`src/rtl/rob_commit_unit_pkg.sv`:
```
// rob_commit_unit_pkg: shared sizes and entry type for the reorder buffer commit slice
package rob_commit_unit_pkg;
  localparam int RRF_NUM = 64;
  localparam int RRF_SEL = 6;
  localparam int REG_SEL = 5;
  localparam int DATA_LEN = 32;
  localparam int COMMIT_WIDTH = 2;
  typedef logic [RRF_SEL-1:0] rrf_tag_t;
  typedef logic [REG_SEL-1:0] reg_num_t;
  typedef struct packed {
    logic     valid;
    logic     finished;
    logic     dst_en;
    reg_num_t dst_num;
  } rob_entry_t;
endpackage

```
`src/rtl/rob_entry_array.sv`:
```
// rob_entry_array: per-tag ROB storage with dispatch, finish, head-pair retire clear and two head read ports
module rob_entry_array
  import rob_commit_unit_pkg::*;
(
  input  logic               clk_i,
  input  logic               reset_i,
  input  logic               dp1_we,
  input  rrf_tag_t           dp1_tag,
  input  reg_num_t           dp1_dst_num,
  input  logic               dp1_dst_en,
  input  logic               dp2_we,
  input  rrf_tag_t           dp2_tag,
  input  reg_num_t           dp2_dst_num,
  input  logic               dp2_dst_en,
  input  logic               fin1_we,
  input  rrf_tag_t           fin1_tag,
  input  logic               fin2_we,
  input  rrf_tag_t           fin2_tag,
  input  logic               clr1_we,
  input  logic               clr2_we,
  input  rrf_tag_t           rd1_ptr,
  input  rrf_tag_t           rd2_ptr,
  output rob_entry_t         rd1,
  output rob_entry_t         rd2,
  output logic [RRF_NUM-1:0] valid
);
  logic [RRF_NUM-1:0] fin, dst_en;
  reg_num_t dst_num [RRF_NUM];
  assign rd1 = {valid[rd1_ptr], fin[rd1_ptr], dst_en[rd1_ptr], dst_num[rd1_ptr]};
  assign rd2 = {valid[rd2_ptr], fin[rd2_ptr], dst_en[rd2_ptr], dst_num[rd2_ptr]};
  always_ff @(posedge clk_i or negedge reset_i)
    if (!reset_i) begin
      valid  <= '0;
      fin    <= '0;
      dst_en <= '0;
    end else begin
      for (int i = 0; i < RRF_NUM; i++) begin
        if ((fin1_we && fin1_tag == rrf_tag_t'(i) && valid[i]) || (fin2_we && fin2_tag == rrf_tag_t'(i) && valid[i]))
          fin[i] <= 1'b1;
        if ((clr1_we && rd1_ptr == rrf_tag_t'(i)) || (clr2_we && rd2_ptr == rrf_tag_t'(i))) begin
          valid[i] <= 1'b0;
          fin[i]   <= 1'b0;
        end
        if ((dp1_we && dp1_tag == rrf_tag_t'(i)) || (dp2_we && dp2_tag == rrf_tag_t'(i))) begin
          valid[i]  <= 1'b1;
          fin[i]    <= 1'b0;
          dst_en[i] <= (dp1_we && dp1_tag == rrf_tag_t'(i)) ? dp1_dst_en : dp2_dst_en;
        end
      end
    end
  always_ff @(posedge clk_i)
    for (int i = 0; i < RRF_NUM; i++)
      if ((dp1_we && dp1_tag == rrf_tag_t'(i)) || (dp2_we && dp2_tag == rrf_tag_t'(i)))
        dst_num[i] <= (dp1_we && dp1_tag == rrf_tag_t'(i)) ? dp1_dst_num : dp2_dst_num;
endmodule

```
`src/rtl/rob_commit_unit.sv`:
```
// rob_commit_unit: in-order two-wide retirement from a tag-indexed reorder buffer
module rob_commit_unit
  import rob_commit_unit_pkg::*;
(
  input  logic               clk_i,
  input  logic               reset_i,
  input  logic               dp1_we_i,
  input  logic [RRF_SEL-1:0] dp1_rrftag_i,
  input  logic [REG_SEL-1:0] dp1_dst_num_i,
  input  logic               dp1_dst_en_i,
  input  logic               dp2_we_i,
  input  logic [REG_SEL-1:0] dp2_dst_num_i,
  input  logic               dp2_dst_en_i,
  input  logic               fin1_we_i,
  input  logic [RRF_SEL-1:0] fin1_rrftag_i,
  input  logic               fin2_we_i,
  input  logic [RRF_SEL-1:0] fin2_rrftag_i,
  input  logic               commit_stall_i,
  output logic [1:0]         com_inst_num_o,
  output logic [RRF_SEL-1:0] comptr_o,
  output logic               completed1_we_o,
  output logic [REG_SEL-1:0] completed1_dst_num_o,
  output logic [RRF_SEL-1:0] completed1_rrftag_o,
  output logic               completed2_we_o,
  output logic [REG_SEL-1:0] completed2_dst_num_o,
  output logic [RRF_SEL-1:0] completed2_rrftag_o,
  output logic [RRF_SEL:0]   occupancy_o,
  output logic               overflow_err_o
);
  rrf_tag_t comptr, comptr1, dp2_tag;
  rob_entry_t h0, h1;
  logic [RRF_NUM-1:0] valid;
  logic [RRF_SEL:0] occupancy;
  logic [RRF_SEL+1:0] occ_sum;
  logic [1:0] ndisp, ncom;
  logic c0, c1, full, accept, overflow_err;
  assign comptr1 = comptr + rrf_tag_t'(1);
  assign dp2_tag = dp1_rrftag_i + rrf_tag_t'(1);
  assign c0 = !commit_stall_i && h0.valid && h0.finished;
  assign c1 = c0 && h1.valid && h1.finished;
  assign ncom = {c1, c0 & ~c1};
  assign ndisp = dp1_we_i ? (dp2_we_i ? 2'd2 : 2'd1) : 2'd0;
  assign occ_sum = {1'b0, occupancy} + {{RRF_SEL{1'b0}}, ndisp};
  // an entry retiring this cycle is still valid, so dispatch into it is overflow
  assign full = occ_sum > (RRF_SEL+2)'(RRF_NUM) || valid[dp1_rrftag_i] || (dp2_we_i && valid[dp2_tag]);
  assign accept = dp1_we_i && !full;
  rob_entry_array u_arr (
    .clk_i, .reset_i,
    .dp1_we(accept), .dp1_tag(dp1_rrftag_i), .dp1_dst_num(dp1_dst_num_i), .dp1_dst_en(dp1_dst_en_i),
    .dp2_we(accept && dp2_we_i), .dp2_tag, .dp2_dst_num(dp2_dst_num_i), .dp2_dst_en(dp2_dst_en_i),
    .fin1_we(fin1_we_i), .fin1_tag(fin1_rrftag_i), .fin2_we(fin2_we_i), .fin2_tag(fin2_rrftag_i),
    .clr1_we(c0), .clr2_we(c1), .rd1_ptr(comptr), .rd2_ptr(comptr1),
    .rd1(h0), .rd2(h1), .valid
  );
  assign com_inst_num_o = ncom;
  assign comptr_o = comptr;
  assign occupancy_o = occupancy;
  assign overflow_err_o = overflow_err;
  assign completed1_we_o = c0 && h0.dst_en;
  assign completed1_dst_num_o = c0 ? h0.dst_num : '0;
  assign completed1_rrftag_o = c0 ? comptr : '0;
  assign completed2_we_o = c1 && h1.dst_en;
  assign completed2_dst_num_o = c1 ? h1.dst_num : '0;
  assign completed2_rrftag_o = c1 ? comptr1 : '0;
  always_ff @(posedge clk_i or negedge reset_i)
    if (!reset_i) begin
      comptr       <= '0;
      occupancy    <= '0;
      overflow_err <= 1'b0;
    end else begin
      comptr       <= comptr + rrf_tag_t'(ncom);
      occupancy    <= occupancy + (RRF_SEL+1)'(accept ? ndisp : 2'd0) - (RRF_SEL+1)'(ncom);
      if (dp1_we_i && full) overflow_err <= 1'b1;
    end
endmodule

```
`config.mk`:
```
export PLATFORM = sky130hd
export DESIGN_NAME = rob_commit_unit
export DESIGN_NICKNAME = d
export VERILOG_FILES = /design/src/rtl/rob_commit_unit_pkg.sv /design/src/rtl/rob_entry_array.sv /design/src/rtl/rob_commit_unit.sv
export SDC_FILE = /design/constraint.sdc
export NUM_CORES = 1
export LEC_CHECK = 0
export CAP_MARGIN = 20
export CORE_MARGIN = 2
export CORE_UTILIZATION = 40
export DETAILED_ROUTE_END_ITERATION = 8
export PLACE_DENSITY = 0.65
export SETUP_SLACK_MARGIN = 0.05
export SYNTH_ARGS = -nofsm -noshare
export SYNTH_HDL_FRONTEND = slang
export SYNTH_SLANG_ARGS = --single-unit
```
`constraint.sdc`:
```
create_clock -name clk_i -period 5.2 [get_ports clk_i]
set_input_delay 1.04 -clock clk_i [delete_from_list [all_inputs] [get_ports clk_i]]
set_output_delay 1.04 -clock clk_i [all_outputs]
set_load 0.005 [all_outputs]
```
; ---- After elaboration in Yosys (flattened, before gate mapping)
; Memory sizes are Yosys's and may differ from the RTL's.
; Cells that the tools add are included.
[classes]
n_addsub = 6
order_cmp = 5
eq_ne = 378
mux = 785
bitwise_logic = 2
reduce_logical = 914
[op_table]
columns = operator, count
row1 = == test 6 bit (second input constant), 192
row2 = 2-to-1 mux 5 bit, 128
row3 = 2-to-1 mux 1 bit, 582
row4 = == test 6 x 5 -> 1 bit (second input constant), 96
row5 = logical AND 1 bit, 522
row6 = 2-to-1 mux 6 bit, 64
row7 = OR reduction 5 bit, 62
row8 = == test 6 x 4 -> 1 bit (second input constant), 48
row9 = logical OR 1 bit, 194
row10 = nonzero test 3 bit, 64
row11 = == test 6 x 3 -> 1 bit (second input constant), 24
row12 = nonzero test 2 bit, 64
row13 = == test 6 x 2 -> 1 bit (second input constant), 12
row14 = binary-select mux 1 bit (select 6 bit), 8
row15 = == test 6 x 1 -> 1 bit (second input constant), 6
row16 = logical NOT 6 bit, 6
row17 = < comparator 6 x 7 -> 1 bit (second input constant), 4
row18 = adder 6 x 1 -> 6 bit (second input constant), 2
row19 = adder 7 x 2 -> 8 bit, 1
row20 = greater-than comparator 8 x 7 -> 1 bit (second input constant), 1
row21 = adder 7 x 2 -> 7 bit, 1
row22 = subtractor 7 x 2 -> 7 bit, 1
row23 = adder 6 x 2 -> 6 bit, 1
row24 = 2-to-1 mux 2 bit, 3
row25 = other kinds (3), 4
[word_totals]
reg_bits = 206
mem_bits_rw = 320
input_bits = 37
output_inout_bits = 40
word_cells = 2286
memories = 1
[memory_table]
columns = memory, depth, word_bits, rd, rd_clocked_by_memory_dff, wr, line
row1 = u_arr.dst_num, 64, 5, 2, 0, 2, rob_entry_array.sv:28  ; reg_num_t dst_num [RRF_NUM];

; ---- Logic depth before layout (Yosys ltp)
; Gate-level depths: netlist (run 1).
[logic_depth]
ltp_word = 45
mapped_depth = 26
depth_no_buf = 21

; ---- By module
; Synthesis (run 1) repeated with hierarchy kept, for this count alone.
[hier_totals]
cells_unflattened = 2699
area_unflattened_um2 = 34010.1
[by_module_without_submodules]
columns = mod, n_inst, cells_per_inst, area_each_um2, seq_area_each_um2
row1 = rob_entry_array, 1, 2451, 31522.7, 14413.8
row2 = rob_commit_unit, 1, 248, 2487.4, 350.3

; ---- Worst setup path before layout (run 1)
; Ideal clock, no wire load.
[synth_timing]
path_kind = input to register
start = input port dp1_rrftag_i[1]
end = register occupancy[5], in the netlist occupancy_o[5]
setup_time_ps = 80
arrival_ps = 6001
required_time_ps = 5120
path_slack_ps = -881
cell_stages = 21
path_buffers = 7
cell_sequence = buf_2 > buf_1 > inv_1 > ha_1 > buf_2 > buf_2 > mux4_2 > mux4_2 > o211ai_1 > buf_2 > nand4_1 > buf_2 > buf_1 > fa_1 > inv_1 > ha_1 > a21o_1 > a21oi_1 > o21bai_1 > a21oi_1 > xnor2_1
[synth_between]
elab_chain_cells = 10
word_cells_on_any_way = 13
classes_between = 3 x add/sub / 5 x mux / 5 x reduce/logical
[synth_lines]
columns = item, line
row1 = from (decl), rob_commit_unit.sv:8  ; input logic [RRF_SEL-1:0] dp1_rrftag_i,
row2 = adder 6 x 1 -> 6 bit, rob_commit_unit.sv:38  ; assign dp2_tag = dp1_rrftag_i + rrf_tag_t'(1);
row3 = binary-select mux 1 bit (select 6 bit), rob_commit_unit.sv:45  ; assign full = occ_sum > (RRF_SEL+2)'(RRF_NUM) || valid[dp1_rrftag_i] || (dp2_we_i && valid[dp2_tag]);
row4 = 2-to-1 mux 1 bit (implied by the code), rob_commit_unit.sv:45
row5 = logical AND 1 bit, rob_commit_unit.sv:45
row6 = logical OR 1 bit *, rob_commit_unit.sv:45
row7 = logical NOT 1 bit *, rob_commit_unit.sv:46  ; assign accept = dp1_we_i && !full;
row8 = logical AND 1 bit *, rob_commit_unit.sv:46
row9 = 2-to-1 mux 2 bit *, rob_commit_unit.sv:72  ; occupancy <= occupancy + (RRF_SEL+1)'(accept ? ndisp : 2'd0) - (RRF_SEL+1)'(ncom);
row10 = adder 7 x 2 -> 7 bit *, rob_commit_unit.sv:72
row11 = subtractor 7 x 2 -> 7 bit *, rob_commit_unit.sv:72
row12 = to (signal assigned), rob_commit_unit.sv:72
row13 = to (decl), rob_commit_unit.sv:33  ; logic [RRF_SEL:0] occupancy;
; Every way passes the cells marked *; elsewhere a longest branch is shown, timed or not. The select of a mux whose other input is x is not followed.
; A chain may end at the register's enable or synchronous reset.

; ---- Worst setup path after layout (run 1)
[layout_timing]
start = register comptr[0], in the netlist comptr_o[0]
end = output port completed2_rrftag_o[2]
[layout_between]
elab_chain_cells = 7
word_cells_on_any_way = 14
classes_between = 1 x add/sub / 9 x mux / 4 x reduce/logical
[layout_lines]
columns = item, line
row1 = from (decl), rob_commit_unit.sv:30  ; rrf_tag_t comptr, comptr1, dp2_tag;
row2 = from (signal assigned), rob_commit_unit.sv:71  ; comptr <= comptr + rrf_tag_t'(ncom);
row3 = "parallel branches: the longest is 6 deep, another holds adder 6 x 1 -> 6 bit", --
row4 = 2-to-1 mux 6 bit *, rob_commit_unit.sv:64  ; assign completed2_rrftag_o = c1 ? comptr1 : '0;
row5 = to (decl), rob_commit_unit.sv:26  ; output logic [RRF_SEL-1:0] completed2_rrftag_o,
; Mark *: on every way between the ends. The select of a mux whose other input is x is not followed.

==> results of run 1 <==
==> power by group <==
group	switching (mW)	internal [mW]	total [mW]
logic	6.73	5.70	12.4
clock network	1.86	2.59	4.45
registers	0.731	4.90	5.63
total	9.32	13.2	22.5
==> cells in the mapped netlist, drive strengths merged (45+ instances only) <==
cell type	count	area, sq um
nand2	187	702
buf	113	541
a21o	50	375
nand4	74	478
nor3	58	290
nor4	51	495
o22ai	65	407
nand3	98	500
a21oi	97	485
mux4	283	6370
mux2	320	3600
mux2i	71	711
nor2	199	752
o21ai	132	664
dfrtp	206	5150
clkbuf	187	702
a31oi	45	282
edfxtp	320	9610
==> metal layers <==
metal,vias to the layer above,wire (um),global-route usage (%)
met5,-,216,0.775
met4,22,12800,21.7
met3,611,21300,10.2
met2,2679,67600,48.8
met1,16000,56500,43.0
li1,12800,-,-
==> cell type report <==
class                   instances  area, sq um
fillers                      7899        45600
multi-input cells            2175        20200
flip-flops and latches        526        14800
repair buffers                533         5400
clock buffers                  88         1730
well taps                    1176         1470
clock inverters                22          280
inverters                      45          176
diodes                          4         10.0
==> cell families after synthesis <==
kind of cell	count (synthesis)	share of synthesized area [%]
simple gates	813	11.7
mux	674	29.7
compound gates	637	12.0
flops	526	41.0
buf+inv	345	3.92
fa+ha+maj	29	1.09
xor+xnor	22	0.535
==> worst max-delay path, cell delays in order, from the launching register on <==
cell and delay [ns]:
sky130_fd_sc_hd__dfrtp_4 0.52, sky130_fd_sc_hd__buf_12 0.17, sky130_fd_sc_hd__clkbuf_16 0.18, sky130_fd_sc_hd__nor2b_2 0.62, sky130_fd_sc_hd__a22oi_1 0.15, sky130_fd_sc_hd__and3_1 0.23
sky130_fd_sc_hd__a31oi_2 0.31, sky130_fd_sc_hd__a211o_1 0.24, sky130_fd_sc_hd__a221oi_4 0.11, sky130_fd_sc_hd__nand2b_4 0.12, sky130_fd_sc_hd__buf_12 0.16, sky130_fd_sc_hd__nor2_2 0.05
sky130_fd_sc_hd__buf_4 0.16, sky130_fd_sc_hd__clkdlybuf4s50_1 0.43
==> sequential cells by signal (all words and copies together), names as in the netlist <==
signal / cells
comptr_o: 6
occupancy_o: 7
overflow_err_o: 1
u_arr.dst_en: 64
u_arr.dst_num: 320
u_arr.fin: 64
u_arr.valid: 64
==> worst max path at each step <==
stage / startpoint / end / slack (ns) / cells after the start
floorplan: dp1_rrftag_i[0] / occupancy_o[5] / -0.01 / 20
global placement: dp1_rrftag_i[0] / occupancy_o[5] / -0.24 / 16
detailed placement: dp1_rrftag_i[0] / occupancy_o[5] / -0.22 / 16
CTS: comptr_o[1] / completed2_dst_num_o[2] / 0.003 / 15
global route: comptr_o[1] / completed2_rrftag_o[2] / -0.008 / 14
finish: comptr_o[0] / completed2_rrftag_o[2] / 0.02 / 13
==> metrics by stage <==
step	cells	setup WS, ns
after CTS	4545	0.00297
final	4569	0.0175
after floorplan	3046	-0.0140
after global placement	4390	-0.244
after global routing	4565	-0.00803
after detailed placement	4390	-0.223
==> what timing repair did <==
action                                  4_1_cts  5_1_grt
hold buffers                                  0        0
setup buffers                                30       18
gates cloned                                 15        2
endpoints found under the setup margin       26       22
pin swaps                                     8       17
resized for setup                            63       28
hold endpoints to repair                      0        0
==> out/summary.md, run 1 <==
• **result of the run** finished clean
• **area overhead of the layout relative to synthesis** 22.2%
• **horizontal die dimension** 304 um
• **die extent in y** 304 um
• **total wirelength of the detailed-routed design** 158000 um
• **Syn Inst Count** 3046
• **vias per cell** 7.01
• **area after detailed placement** 40700 sq um
• **share of the cycle needed by the critical path after routing** 99.7%
• **I/O pins** 77
• **Worst Path Required** 4.16 ns
• **measured slew at the worst slew-check pin** 0.965 ns
• **highest achievable clock rate** 193 MHz
• **Slew headroom** 34.8%
• **total number of placement rows** 110
• **final instance area** 44000 sq um
• **count of clock tree sinks** 526
• **Hold Vio Cnt, Final** 0
• **fraction of registers with async set/reset** 39.2%
• **Final Hold Slack** 0.390 ns
• **slack of the worst reg-to-reg path** 0.36 ns
• **final estimated routing congestion in global placement** 1.08
• **CTS tree** yes
• **per-instance average area after synthesis** 11.8 sq um
• **insertion delay to the later sink of the worst-skew pair** 0.66 ns
• **clock skew after layout** 0.0179 ns
• **summed negative setup slack over all endpoints** 0 ns
• **Hold WC Path Type** input pin to async pin
• **Initial DRC Count** 5014
• **max-slew violation count** 0
• **routed wirelength normalized by instance count** 34.7 um
• **vias in the first global route** 30400
• **syn nets** 3112
• **number of storage elements in the synthesis netlist** 526
• **CTS Buf Count** 60
• **Power Total** 22.5 mW
• **number of nets in the layout** 3407
• **antenna violations before repair** 13
• **Starting Density** 40.2%
• **clock-pin transition on the worst setup and hold timing paths** 0.06 ns
• **maximum number of buffers from clock root to sink** 3
• **total number of vias** 32000
• **Syn Std Cell Area** 36000 sq um
• **most frequent cells in the layout** sky130_fd_sc_hd__buf_4 (369), sky130_fd_sc_hd__edfxtp_1 (320), sky130_fd_sc_hd__mux2_2 (315)
• **critical path startpoint category** flop
• **number of H-tree levels** 2
• **Reg2Reg Capture Point** occupancy_o[5]
• **flip-flop cell with the highest count after synthesis** sky130_fd_sc_hd__edfxtp_1
• **leakage power figure** 16.2 nW
• **pin count of the biggest net entering global routing** 89
• **final core utilization** 49.1%
• **class of the most critical setup path** flop to output port
• **unrepaired setup endpoints after global routing** true
• **sequential area share after synthesis** 41.0%
• **number of cells on the worst reg-to-reg path** 21
• **type of element capturing the critical path** output port
• **max-cap viol count** 0
• **arrival time of the worst setup path** 4.14 ns
• **Synth warnings** 0
• **remaining routing DRC violations** 0
• **All-Layer GR Usage** 33.4%
• **Root Buffer** sky130_fd_sc_hd__clkbuf_16
• **maximum resistive drop on vdd** 0.000318 V
• **remaining antenna violation count after routing** 0
• **number of enable flip-flop cells after synthesis** 320
• **most common cell after layout, fill and taps aside** sky130_fd_sc_hd__buf_4
• **Crit Path Max Fanout** 7
• **First-pass DRT Iterations** 9
• **areal power density over the cells** 512 nW/um^2
• **Critical R2R Launch** comptr_o[0]
• **quantity of I/O buffers inserted on ports** 76
• **HPWL after DPL** 111000 um
• **Period minus WS final** 5.18 ns
• **Core Box Area** 89600 sq um
• **setup violators final** 0
• **floorplan die area** 92400 sq um
• **wire length of the first global-routing pass** 225000 um
• **total congestion overflow after global routing** 0
• **Distinct cells, synth** 83
• **layout cell share with drive strength beyond 1** 37.2%
Note: power is estimated with default switching activity, not from simulation.
==> run 2, diff against run 1 <==
--- a/config.mk
+++ b/config.mk
@@ -9,6 +9,7 @@
 export CORE_MARGIN = 2
 export CORE_UTILIZATION = 40
 export DETAILED_ROUTE_END_ITERATION = 8
+export HOLD_SLACK_MARGIN = 0.06
 export PLACE_DENSITY = 0.65
 export SETUP_SLACK_MARGIN = 0.05
 export SYNTH_ARGS = -nofsm -noshare
==> results of run 2 <==
The final DEF is identical to that of run 1; final timing and power are the same.
